<file path="config.mk">
export PLATFORM = sky130hd
export DESIGN_NAME = mode_select
export DESIGN_NICKNAME = d
export VERILOG_FILES = /design/src/rtl/mode_select.sv
export SDC_FILE = /design/constraint.sdc
export NUM_CORES = 1
export LEC_CHECK = 0
export ABC_CLOCK_PERIOD_IN_PS = 3000
export BUFFER_PORTS_ARGS = -buffer_cell sky130_fd_sc_hd__clkbuf_2
export CAP_MARGIN = 10
export CELL_PAD_IN_SITES_DETAIL_PLACEMENT = 1
export CELL_PAD_IN_SITES_GLOBAL_PLACEMENT = 2
export CORE_ASPECT_RATIO = 1.4
export CORE_MARGIN = 2
export CORE_UTILIZATION = 44
export CTS_CLUSTER_DIAMETER = 60
export DETAILED_ROUTE_END_ITERATION = 10
export PLACE_DENSITY_LB_ADDON = 0.1
export SLEW_MARGIN = 0
export SYNTH_ARGS = -nofsm -noshare
export SYNTH_HDL_FRONTEND = slang
export SYNTH_SLANG_ARGS = --single-unit
export TNS_END_PERCENT = 20
</file>
<file path="constraint.sdc">
create_clock -name ADC_CLK_10 -period 3 [get_ports ADC_CLK_10]
set_clock_uncertainty 0.1 [all_clocks]
set_input_delay 0.45 -clock ADC_CLK_10 [delete_from_list [all_inputs] [get_ports ADC_CLK_10]]
set_output_delay 0.45 -clock ADC_CLK_10 [all_outputs]
set_load 0.03 [all_outputs]
</file>
<file path="src/rtl/mode_select.sv">
// Mode select front end: synchronises and debounces SW[1:0] and KEY1, then
// produces the registered 2-bit pattern select and a one-cycle change strobe.
module mode_select #(
    parameter int unsigned DEBOUNCE_CYCLES = 50000,
    parameter int unsigned CNT_W           = 16
) (
    input  logic       ADC_CLK_10,
    input  logic       RESET_N,
    input  logic [1:0] SW,
    input  logic       KEY1,
    output logic [1:0] sel,
    output logic       sel_change
);

    localparam int unsigned      N_IN    = 3;
    localparam logic [CNT_W-1:0] CNT_MAX = CNT_W'(DEBOUNCE_CYCLES - 1);
    // Bit order {KEY1, SW[1], SW[0]}; the button idles high
    localparam logic [N_IN-1:0]  IN_RST  = 3'b100;

    logic [N_IN-1:0]  s1_q;
    logic [N_IN-1:0]  s2_q;
    logic [N_IN-1:0]  db_q;
    logic [N_IN-1:0]  db_d;
    logic [N_IN-1:0]  db_prev_q;
    logic [CNT_W-1:0] cnt_q [N_IN];
    logic [CNT_W-1:0] cnt_d [N_IN];
    logic [1:0]       sel_q;
    logic [1:0]       sel_d;
    logic             sel_change_q;
    logic             sel_change_d;
    logic             sw_evt_c;
    logic             key_evt_c;

    // Two-flop synchroniser per raw input
    always_ff @(posedge ADC_CLK_10 or negedge RESET_N) begin
        if (!RESET_N) begin
            s1_q <= IN_RST;
            s2_q <= IN_RST;
        end else begin
            s1_q <= {KEY1, SW};
            s2_q <= s1_q;
        end
    end

    // Per-input stability counters; any return to the debounced level restarts
    always_comb begin
        db_d = db_q;
        for (int i = 0; i < int'(N_IN); i++) begin
            cnt_d[i] = '0;
            if (s2_q[i] != db_q[i]) begin
                if (cnt_q[i] == CNT_MAX) begin
                    db_d[i] = s2_q[i];
                end else begin
                    cnt_d[i] = cnt_q[i] + CNT_W'(1);
                end
            end
        end
    end

    always_ff @(posedge ADC_CLK_10 or negedge RESET_N) begin
        if (!RESET_N) begin
            db_q      <= IN_RST;
            db_prev_q <= IN_RST;
            for (int i = 0; i < int'(N_IN); i++) begin
                cnt_q[i] <= '0;
            end
        end else begin
            db_q      <= db_d;
            db_prev_q <= db_q;
            for (int i = 0; i < int'(N_IN); i++) begin
                cnt_q[i] <= cnt_d[i];
            end
        end
    end

    // Switch change loads the mode and overrides a simultaneous press
    always_comb begin
        sw_evt_c  = (db_q[1:0] != db_prev_q[1:0]);
        key_evt_c = db_prev_q[2] & ~db_q[2];
        sel_d     = sel_q;
        if (sw_evt_c) begin
            sel_d = db_q[1:0];
        end else if (key_evt_c) begin
            sel_d = sel_q + 2'd1;
        end
        sel_change_d = (sel_d != sel_q);
    end

    always_ff @(posedge ADC_CLK_10 or negedge RESET_N) begin
        if (!RESET_N) begin
            sel_q        <= 2'd0;
            sel_change_q <= 1'b0;
        end else begin
            sel_q        <= sel_d;
            sel_change_q <= sel_change_d;
        end
    end

    assign sel        = sel_q;
    assign sel_change = sel_change_q;

endmodule

</file>
# == Word-level counts from Yosys, hierarchy flattened ==
# Cells that the tools add are included.
# classes
addsub,4
eq_ne,8
muxes,8
bitwise_logic,2
n_reduce_logical,3
# ops
operator,count
16-bit 2-to-1 mux,6
"16-bit by 1-bit adder with 16-bit output, second input constant",3
"16-bit == test, second input constant",3
2-bit AND reduction,3
2-bit 2-to-1 mux,2
2-bit inequality test,2
1-bit inequality test,3
"2-bit by 1-bit adder with 2-bit output, second input constant",1
1-bit AND,1
1-bit NOT,1
# word_totals
ff_bits,63
output_inout_bits,3
wordCells,36

# == Depth between registers and ports, before layout ==
# Gate-level depths: netlist of the first run.
# logic_depth
word_depth,5
depth_mapped,6
depth_no_buf,5

# == Worst setup path before layout of the first run ==
# OpenSTA, ideal clock, no wires.
# synth_timing
path_type,register to register
startpoint,register cnt_q[20] (netlist bit)
endpoint,register db_q[1]
setup_ns,0.125
arrival_ns,1.782
required_ns,2.775
setup_slack_ns,0.993
path_stages_with_launch,4
path_buffers,0
cell_sequence,dfrtp_1 or4b_1 or4_4 mux2_4
# synth_via
elab_chain_cells,2
# synth_lines
item,line,rtl
from (decl),25,logic [CNT_W-1:0] cnt_q [N_IN];
"from (signal, indexed assignment)",71,cnt_q[i] <= cnt_d[i];
16-bit == test,51,if (cnt_q[i] == CNT_MAX) begin
2-bit AND reduction (no source line),n/a,
to (signal assigned),62,db_q <= IN_RST;
to (signal assigned),68,db_q <= db_d;
to (decl),22,logic [N_IN-1:0] db_q;
# No other way between the ends.
# A chain may end at the register's enable or synchronous reset.

# == Worst setup path in the final report of the first run ==
# Same ends and word-level chain as after synthesis.

==> results of run 1 <==
[sequential cells by signal, summed over array words and instances, names as in the netlist]
name / flops
db_prev_q: 3
s1_q: 3
db_q: 3
sel: 2
sel_change: 1
cnt_q: 48
s2_q: 3
[metal layers]
metal  global-route usage, %  wire length [um]  vias up
li1                        -                 -      979
met1                    23.5              2510     1014
met2                    30.2              2960       13
met3                    3.71                90       12
met4                    10.5               153        0
met5                       0                 0        -
[final timing paths]
kind,from,endpoint,slack (ns),cells after the start
setup reg to reg,cnt_q[20],db_q[1],0.94,3
hold / removal,RESET_N,db_q[1],0.02,1
setup / recovery,cnt_q[20],db_q[1],0.94,3
hold reg to reg,s1_q[1],s2_q[1],0.25,0
min in group ADC_CLK_10,KEY1,s1_q[2],0.09,1
max in group asynchronous,RESET_N,cnt_q[14],2.04,2
[power by group through the flow]
stage          sequential (mW)  clock, mW  combinational [mW]
2_1_floorplan            0.890          0              0.0260
4_1_cts                  0.877      0.786              0.0547
3_5_place_dp             0.893          0              0.0544
3_3_place_gp             0.892          0              0.0540
6_report                 0.877      0.760              0.0513
5_1_grt                  0.880      0.825              0.0612
[per-stage QoR]
step           hold WS, ns  cells
2_1_floorplan       0.0544    274
3_3_place_gp         0.236    354
3_5_place_dp         0.238    354
4_1_cts             0.0409    370
5_1_grt             0.0675    370
6_report            0.0175    370
[cells by family (layout without fill, tap and decap cells)]
logic type	count (synthesis)	count (layout)	share of synthesized area [%]
XOR/XNOR	49	49	14.8
AO/OA/AOI/OAI	8	8	1.95
flip-flops	63	63	54.6
AND/OR/NAND/NOR	137	137	24.3
multiplexers	3	3	1.30
adder cells (fa/ha/maj)	3	3	1.30
buffers and inverters	11	33	1.73
[critical path: stages, from the launching register on]
cell and delay (ns):
dfrtp_1 0.44, or4b_1 0.54, or4_4 0.57, mux2_4 0.31
[area by class of cell]
cell class,count,area (um2)
Clock buffer,11,151
Clock inverter,5,56.3
Fill cell,762,3250
Inverter,7,26.3
Multi-Input combinational cell,200,1260
Sequential cell,63,1580
Tap cell,74,92.6
Timing Repair Buffer,10,57.6
[synthesized netlist by cell type, types with 3 or more instances]
cell type / count / area, um2
xnor2_1: 30 / 263
a21oi_1: 5 / 25.0
nand2_1: 12 / 45.0
nand4_1: 14 / 87.6
inv_1: 7 / 26.3
nor3_1: 12 / 60.1
dfrtp_1: 59 / 1480
nor4_1: 11 / 68.8
nor2_1: 54 / 203
ha_1: 3 / 37.5
dfstp_2: 4 / 105
nand3_1: 16 / 80.1
xor2_1: 19 / 166
[cell usage in the layout (no fill, tap or decap), drive strengths merged, types with 4 or more instances in the layout]
cell type	instances
a21oi	5
clkbuf	18
dfrtp	59
dfstp	4
inv	7
nand2	13
nand3	16
nand4	14
nor2	54
nor3	12
nor4	11
xnor2	30
xor2	19
==> run metrics, run 1 <==
Final Util 49.8%; Placed Area 3020 um2; sum of negative setup slack 0 ns; final net count 299; first-pass GRT wire length 10400 um; clock-pin slew on the worst setup and hold paths 0.08 ns; Layout area overhead 11.5%; Placer Congestion 0.736; initial drt markers 88; Slew headroom 57.4%; via/cell ratio 5.45; maximum buffer depth of the clock tree 2; Syn Area/Cell 10.6 um2; Worst setup EP type flop; Synth async-reset ratio 100%; CTS Buf Count 9; later-pin clock latency in the skew report 0.34 ns; fraction of layout cells with a size suffix above 1 13.5%; full die area 7250 um2; internal power 1.31 mW; pwr/cell area 523 nW/um2; largest net degree at the start of global routing 27; H-tree depth 3; vias in the first global route 2098; Initial Utilization 44.7%; Switching Fraction 22.5%; Startpoint Class flop; clock root cell clkbuf_8; CTS tree yes; core footprint 6480 um2; top-level I/O count 8; post-CTS setup buffer count 0; worst min path class in -> async; critical path class reg -> reg; Post-CTS Resized 0; fin crit period 2.06 ns; routed wire length 5710 um; peak supply drop 0.249 mV; post-route cell area 3230 um2; Leak 1.36 nW; synthesized area 2890 um2; antenna violations before repair 0; ys flop type dfrtp_1; Port Buffer Count 7; Hold Buf Count CTS 0; Pwr Total 1.69 mW; DRC viols 0; Comb power frac 3.0%; Inserted Diodes 0; DR vias 2018; run status completed; Arrival @ worst endpoint 2.20 ns; Mapped Cells 274; detailed placement HPWL 4050 um; grt ovf 0; P_sw 381 uW; Slew Limit Fails 0; max-cap check violation count 0; register area share after synthesis 54.6%; Req. time, crit path 3.13 ns; yosys warns 0; Die H 100 um; die width 72.5 um; antenna-violating nets left 0; RSZ-0062 raised after global routing false; final hold vios 0; routed len/inst 15.4 um; Synth cell types 35; Worst Tran Pin Value 0.640 ns; gr usage total 18.8%; Clk network pwr share 45.0%; EDFF count, synth 0; Tcrit/Tclk final 68.7%; Synth Register Bits 63; # rows 35; Final setup viols 0; Syn Nets 282; Crit Path Max Fanout 7; Setup WS post-layout 0.938 ns; TritonCTS Sinks 63; Seq pwr share 52.0%; DP Worst Slack 0.936 ns; DRT Pass-1 Iters 4; f_max 0.485 GHz
No activity file was read; power rests on OpenSTA's default activity.
==> inputs of run 2 (changes only) <==
Settings changed: ABC_CLOCK_PERIOD_IN_PS 3000 to 2160, CORE_UTILIZATION 44 to 41.
Clock period 3 ns to 2.16 ns, I/O delays scaled along.
==> run 2 against run 1 <==
Effect of this change:
- total power is 41% higher
- cell area is 3.9% higher
- final cell count is 8.4% higher
- setup slack worse by 0.78 ns
- via count is 2.4% higher
- highest routed layer unchanged
- first-iteration DRC count is 8.0% higher
==> run metrics, run 2 (synthesis gave the netlist of run 1 again) <==
run status completed; TritonCTS Sinks 63 (unchanged); gr usage total 18.2% (-0.62 points); Startpoint Class flop; Tcrit/Tclk final 92.9% (+24 points); core footprint 6890 um2 (+6.3%); clock root cell clkbuf_8; H-tree depth 3 (unchanged); Placed Area 3100 um2 (+2.8%); final hold vios 0 (unchanged); antenna-violating nets left 0 (unchanged); DR vias 2067 (+2.4%); Switching Fraction 22.2% (-0.39 points); max-cap check violation count 0 (unchanged); Req. time, crit path 2.29 ns (-0.84 ns); Arrival @ worst endpoint 2.14 ns (-0.06 ns); Final Util 48.7% (-1.2 points); r2r setup slk 0.15 ns (-0.78 ns); first-pass GRT wire length 10400 um (+0.27%); Layout area overhead 15.9%; Slew Limit Fails 0 (unchanged); post-route cell area 3350 um2 (+3.9%); Inserted Diodes 0 (unchanged); full die area 7760 um2 (+7.0%); initial drt markers 95 (+8.0%); routed wire length 6010 um (+5.2%); peak supply drop 0.397 mV (+60%); commonest non-fill, non-tap cell in the layout dfrtp_1; CP endpoint db_q[1]; vias in the first global route 2217 (+5.7%); Worst Tran Pin Value 0.397 ns (-0.242 ns); worst min path class reg -> reg; routed len/inst 15.0 um (-2.9%); grt ovf 0 (unchanged); Clk network pwr share 45.4% (+0.4 points); Most flops, register cnt_q; FF-to-FF Start cnt_q[28]; Final setup viols 0 (unchanged); fraction of layout cells with a size suffix above 1 14.7% (+1.2 points); Slew headroom 73.3% (+16 points); max reg flops 48 (unchanged); internal power 1.86 mW (+42%); beginning of the critical path cnt_q[28]; via/cell ratio 5.15 (-5.5%); Crit Path Max Fanout 5 (-2); Die H 103 um (+3.5%); Placer Congestion 0.760 (+3.3%); DRC viols 0 (unchanged); RSZ-0062 raised after global routing false; fin crit period 2.01 ns (-0.0554 ns); Worst setup EP type flop; detailed placement HPWL 4180 um (+3.3%); largest net degree at the start of global routing 64 (+140%); die width 75.0 um (+3.4%); # rows 36 (+2.9%); clock-pin slew on the worst setup and hold paths 0.07 ns (about the same); Comb power frac 3.5% (+0.5 points); pwr/cell area 711 nW/um2 (+36%); sum of negative setup slack 0 ns (unchanged); P_sw 528 uW (+39%); most frequent cells in the layout dfrtp_1, nor2_1, xnor2_1, xor2_1, nand3_1; later-pin clock latency in the skew report 0.35 ns (about the same); CTS Buf Count 9 (unchanged); Initial Utilization 42.0% (-2.7 points); final net count 309 (+3.3%); DRT Pass-1 Iters 4 (unchanged); Leak 1.41 nW (+3.9%); critical path class reg -> reg; Worst R2R End db_q[1]; Reg2Reg Depth 3 (unchanged); CTS tree yes; maximum buffer depth of the clock tree 2 (unchanged); Seq pwr share 51.1% (-0.9 points); f_max 0.498 GHz (+2.8%); top-level I/O count 8 (unchanged); Port Buffer Count 7 (unchanged); antenna violations before repair 0 (unchanged)
-- run 2: cell count changes in the layout (fill, tap and decap cells not counted) --
cell / change
clkinv_4: -1
buf_12: +1
buf_2: +1
clkbuf_8: +1
dlygate4sd3_1: +4
buf_4: +5
clkinvlp_4: -1
clkbuf_1: +1
clkbuf_2: -1
-- run 2: worst min path at each step --
stage,depth (start not counted),startpoint,endpoint
2_1_floorplan,0,RESET_N,cnt_q[0]
3_3_place_gp,0,s1_q[1],s2_q[1]
3_5_place_dp,0,s1_q[1],s2_q[1]
4_1_cts,0,s1_q[2],s2_q[2]
5_1_grt,0,s1_q[2],s2_q[2]
6_report,0,s1_q[1],s2_q[1]
-- run 2: area by class of cell --
| cell class | instances | area (um2) |
|---|---|---|
| sequential | 63 | 1580 |
| timing repair buffer | 20 | 155 |
| clock inverter | 3 | 40.0 |
| clock buffer | 13 | 169 |
| tap | 95 | 119 |
| multi-input combinational | 200 | 1260 |
| fill | 785 | 3540 |
| inverter | 7 | 26.3 |
-- run 2: metrics by stage --
step | hold WS [ns] | worst slack [ns] | cells | total power, mW
2_1_floorplan | -0.0716 | 0.153 | 274 | 1.27
3_3_place_gp | 0.240 | 0.183 | 381 | 1.32
3_5_place_dp | 0.243 | 0.164 | 381 | 1.32
4_1_cts | 0.262 | 0.150 | 401 | 2.41
5_1_grt | 0.264 | 0.0980 | 401 | 2.48
6_report | 0.259 | 0.153 | 401 | 2.38
-- run 2: power by group through the flow --
stage	clock network (mW)	logic [mW]	registers (mW)
2_1_floorplan	0	0.0362	1.24
3_3_place_gp	0	0.0784	1.24
3_5_place_dp	0	0.0812	1.24
4_1_cts	1.11	0.0876	1.22
5_1_grt	1.16	0.0954	1.22
6_report	1.08	0.0834	1.22
-- run 2: metal layers --
| layer | up-vias | track usage [%] | routed length [um] |
|---|---|---|---|
| met5 | - | 0 | 0 |
| met4 | 0 | 12.0 | 182 |
| met3 | 11 | 2.91 | 92 |
| met2 | 18 | 30.1 | 3150 |
| met1 | 1039 | 21.6 | 2590 |
| li1 | 999 | - | - |
-- run 2: critical path, stage by stage (launching register included) --
cell,delay (ns)
dfrtp_1,0.43
or4b_4,0.52
or4_4,0.53
mux2_4,0.31
-- run 2: what timing repair did --
item                                   in CTS  in global routing
gates resized for setup                     0                  0
hold buffers                                4                  0
setup buffers                               0                  0
endpoints found under the hold margin      62                  0
==> inputs of run 3 (changes only) <==
==> constraint.sdc (replaced) <==
create_clock -name ADC_CLK_10 -period 2.16 [get_ports ADC_CLK_10]
set_clock_uncertainty 0.1 [all_clocks]
set_input_delay 0.432 -clock ADC_CLK_10 [delete_from_list [all_inputs] [get_ports ADC_CLK_10]]
set_output_delay 0.432 -clock ADC_CLK_10 [all_outputs]
set_load 0.03 [all_outputs]
==> run 3 against run 2 <==
Effect of this change:
- wire length shrank 1.6%
- sequential share of layout area grew 0.27 points
- first-iteration DRC count shrank 33%
- cell area shrank 0.56%
- hold slack lost 0.18 ns
- fmax grew 0.45%
- die area is the same
- utilization shrank 0.27 points
- global-route usage shrank 0.29 points
- final cell count shrank 0.50%
- largest cell class unchanged
- highest routed layer unchanged
==> run metrics, run 3 (synthesis gave the netlist of run 1 again) <==
run status completed; Final setup viols 0 (unchanged); detailed placement HPWL 4180 um (about the same); core footprint 6890 um2 (unchanged); max reg flops 48 (unchanged); Worst Tran Pin Value 0.373 ns (-0.0238 ns); Post-CTS Resized 0 (unchanged); TritonCTS Sinks 63 (unchanged); CTS Buf Count 9 (unchanged); DR vias 2032 (-1.7%); DR WL met2 3170 um (+0.79%); Final Util 48.4% (-0.27 points); top-level I/O count 8 (unchanged); CP endpoint db_q[1]; sequential standard cell area 1580 um2 (unchanged); Inserted Diodes 0 (unchanged); critical path class reg -> reg; routed wire length 5920 um (-1.6%); H-tree depth 3 (unchanged); uppermost routed layer met4; CTS tree yes; sum of negative setup slack 0 ns (unchanged); wl on met1 2530 um (-2.2%); Bufs and invs on worst path 0 (unchanged); Slew Limit Fails 0 (unchanged); Arrival @ worst endpoint 2.13 ns (about the same); Initial Utilization 42.0% (unchanged); antenna-violating nets left 0 (unchanged); Worst R2R End db_q[1]; routed len/inst 14.8 um (-1.1%); FF-to-FF Start cnt_q[27]; pwr/cell area 722 nW/um2 (+1.5%); fin crit period 2.00 ns (-0.00890 ns); Layout area overhead 15.2%; later-pin clock latency in the skew report 0.34 ns (about the same); Leak 1.39 nW (-1.1%); Slew headroom 75.0% (+1.7 points); DRT Pass-1 Iters 4 (unchanged); Reg2Reg Depth 3 (unchanged); crit-path cells or4b_4, or4_4, mux2_4; CP Depth 3 (unchanged); DRC viols 0 (unchanged); max-cap check violation count 0 (unchanged); final net count 307 (-0.65%); antenna violations before repair 0 (unchanged); clock-pin slew on the worst setup and hold paths 0.07 ns (about the same); Port Buffer Count 7 (unchanged); first-pass GRT wire length 10300 um (-0.87%); Worst path max stage delay 0.54 ns (about the same); Tcrit/Tclk final 92.5% (-0.41 points); worst min path class in -> reg; gr usage total 17.9% (-0.29 points); die width 75.0 um (unchanged); area of the multi-input gates 1260 um2 (unchanged); via/cell ratio 5.09 (-1.2%); largest net degree at the start of global routing 64 (unchanged); routed wl met3 100 um (+8.7%); Layout Cells excl Fill 399 (-0.50%); slowest cell on the critical path or4b_4; Hold Buf Count CTS 1 (-3); grt ovf 0 (unchanged); RSZ-0062 raised after global routing false; commonest non-fill, non-tap cell in the layout dfrtp_1; final hold vios 0 (unchanged); Worst setup EP type flop; r2r setup slk 0.16 ns (about the same); most frequent cells in the layout dfrtp_1, nor2_1, xnor2_1, xor2_1, nand3_1; full die area 7760 um2 (unchanged); Startpoint Class flop; clock root cell clkbuf_8; vias in the first global route 2224 (+0.32%); Placer Congestion 0.762 (+0.20%); f_max 0.500 GHz (+0.45%); # rows 36 (unchanged); beginning of the critical path cnt_q[27]; Die H 103 um (unchanged); Fill cells 780 (-0.64%); placed cell count 382 (+0.26%); Req. time, crit path 2.29 ns (about the same); initial drt markers 64 (-33%); Most flops, register cnt_q; maximum buffer depth of the clock tree 2 (unchanged); Largest delay share family, worst path simple AND/OR/NAND/NOR gates; peak supply drop 0.488 mV (+23%); Crit Path Max Fanout 4 (-1); post-CTS setup buffer count 0 (unchanged); fraction of layout cells with a size suffix above 1 15.1% (+0.43 points)
run 3: how the worst min path moves through the flow:
stage                       start        to  slack [ns]  cells past startpoint
after floorplan           RESET_N  cnt_q[0]        0.04                      0
after global placement    s1_q[0]   s2_q[0]        0.24                      0
after detailed placement  s1_q[1]   s2_q[1]        0.24                      0
after CTS                    KEY1   s1_q[2]        0.06                      1
after global routing         KEY1   s1_q[2]        0.06                      1
final                        KEY1   s1_q[2]        0.08                      1
run 3: per-layer routing:
metal  vias up  global-route usage [%]
li1        995                       -
met1      1014                    20.3
met2        14                    31.7
met3         9                    3.78
met4         0                    8.24
met5         -                       0
run 3: area by class of cell:
cell class | instances | area share (%)
flip-flops and latches | 63 | 47.4
repair buffers | 18 | 3.98
multi-input cells | 200 | 37.9
clock buffers | 10 | 3.83
clock inverters | 6 | 2.55
well taps | 95 | 3.56
inverters | 7 | 0.788
run 3: stage by stage:
| step | cell area, um2 | total power [mW] | hold slack, ns | setup WS [ns] |
|---|---|---|---|---|
| final | 3330 | 2.41 | 0.0781 | 0.162 |
| after global routing | 3330 | 2.51 | 0.0592 | 0.101 |
| after detailed placement | 3110 | 1.32 | 0.245 | 0.158 |
| after CTS | 3330 | 2.45 | 0.0600 | 0.159 |
| after floorplan | 2890 | 1.27 | 0.0364 | 0.153 |
| after global placement | 3110 | 1.32 | 0.236 | 0.180 |
run 3: report_power, final:
group | total (mW) | switching, mW | internal [mW] | leakage, nW
logic | 0.0785 | 0.0500 | 0.0285 | 0.443
clock network | 1.11 | 0.464 | 0.646 | 0.102
registers | 1.22 | 0.0182 | 1.20 | 0.849
total | 2.41 | 0.533 | 1.87 | 1.39
run 3: worst reg2reg max path, delay by kind of cell (launching register included):
family	cells	cell delay, ns
flops	1	0.42
mux	1	0.31
simple gates	2	1.07
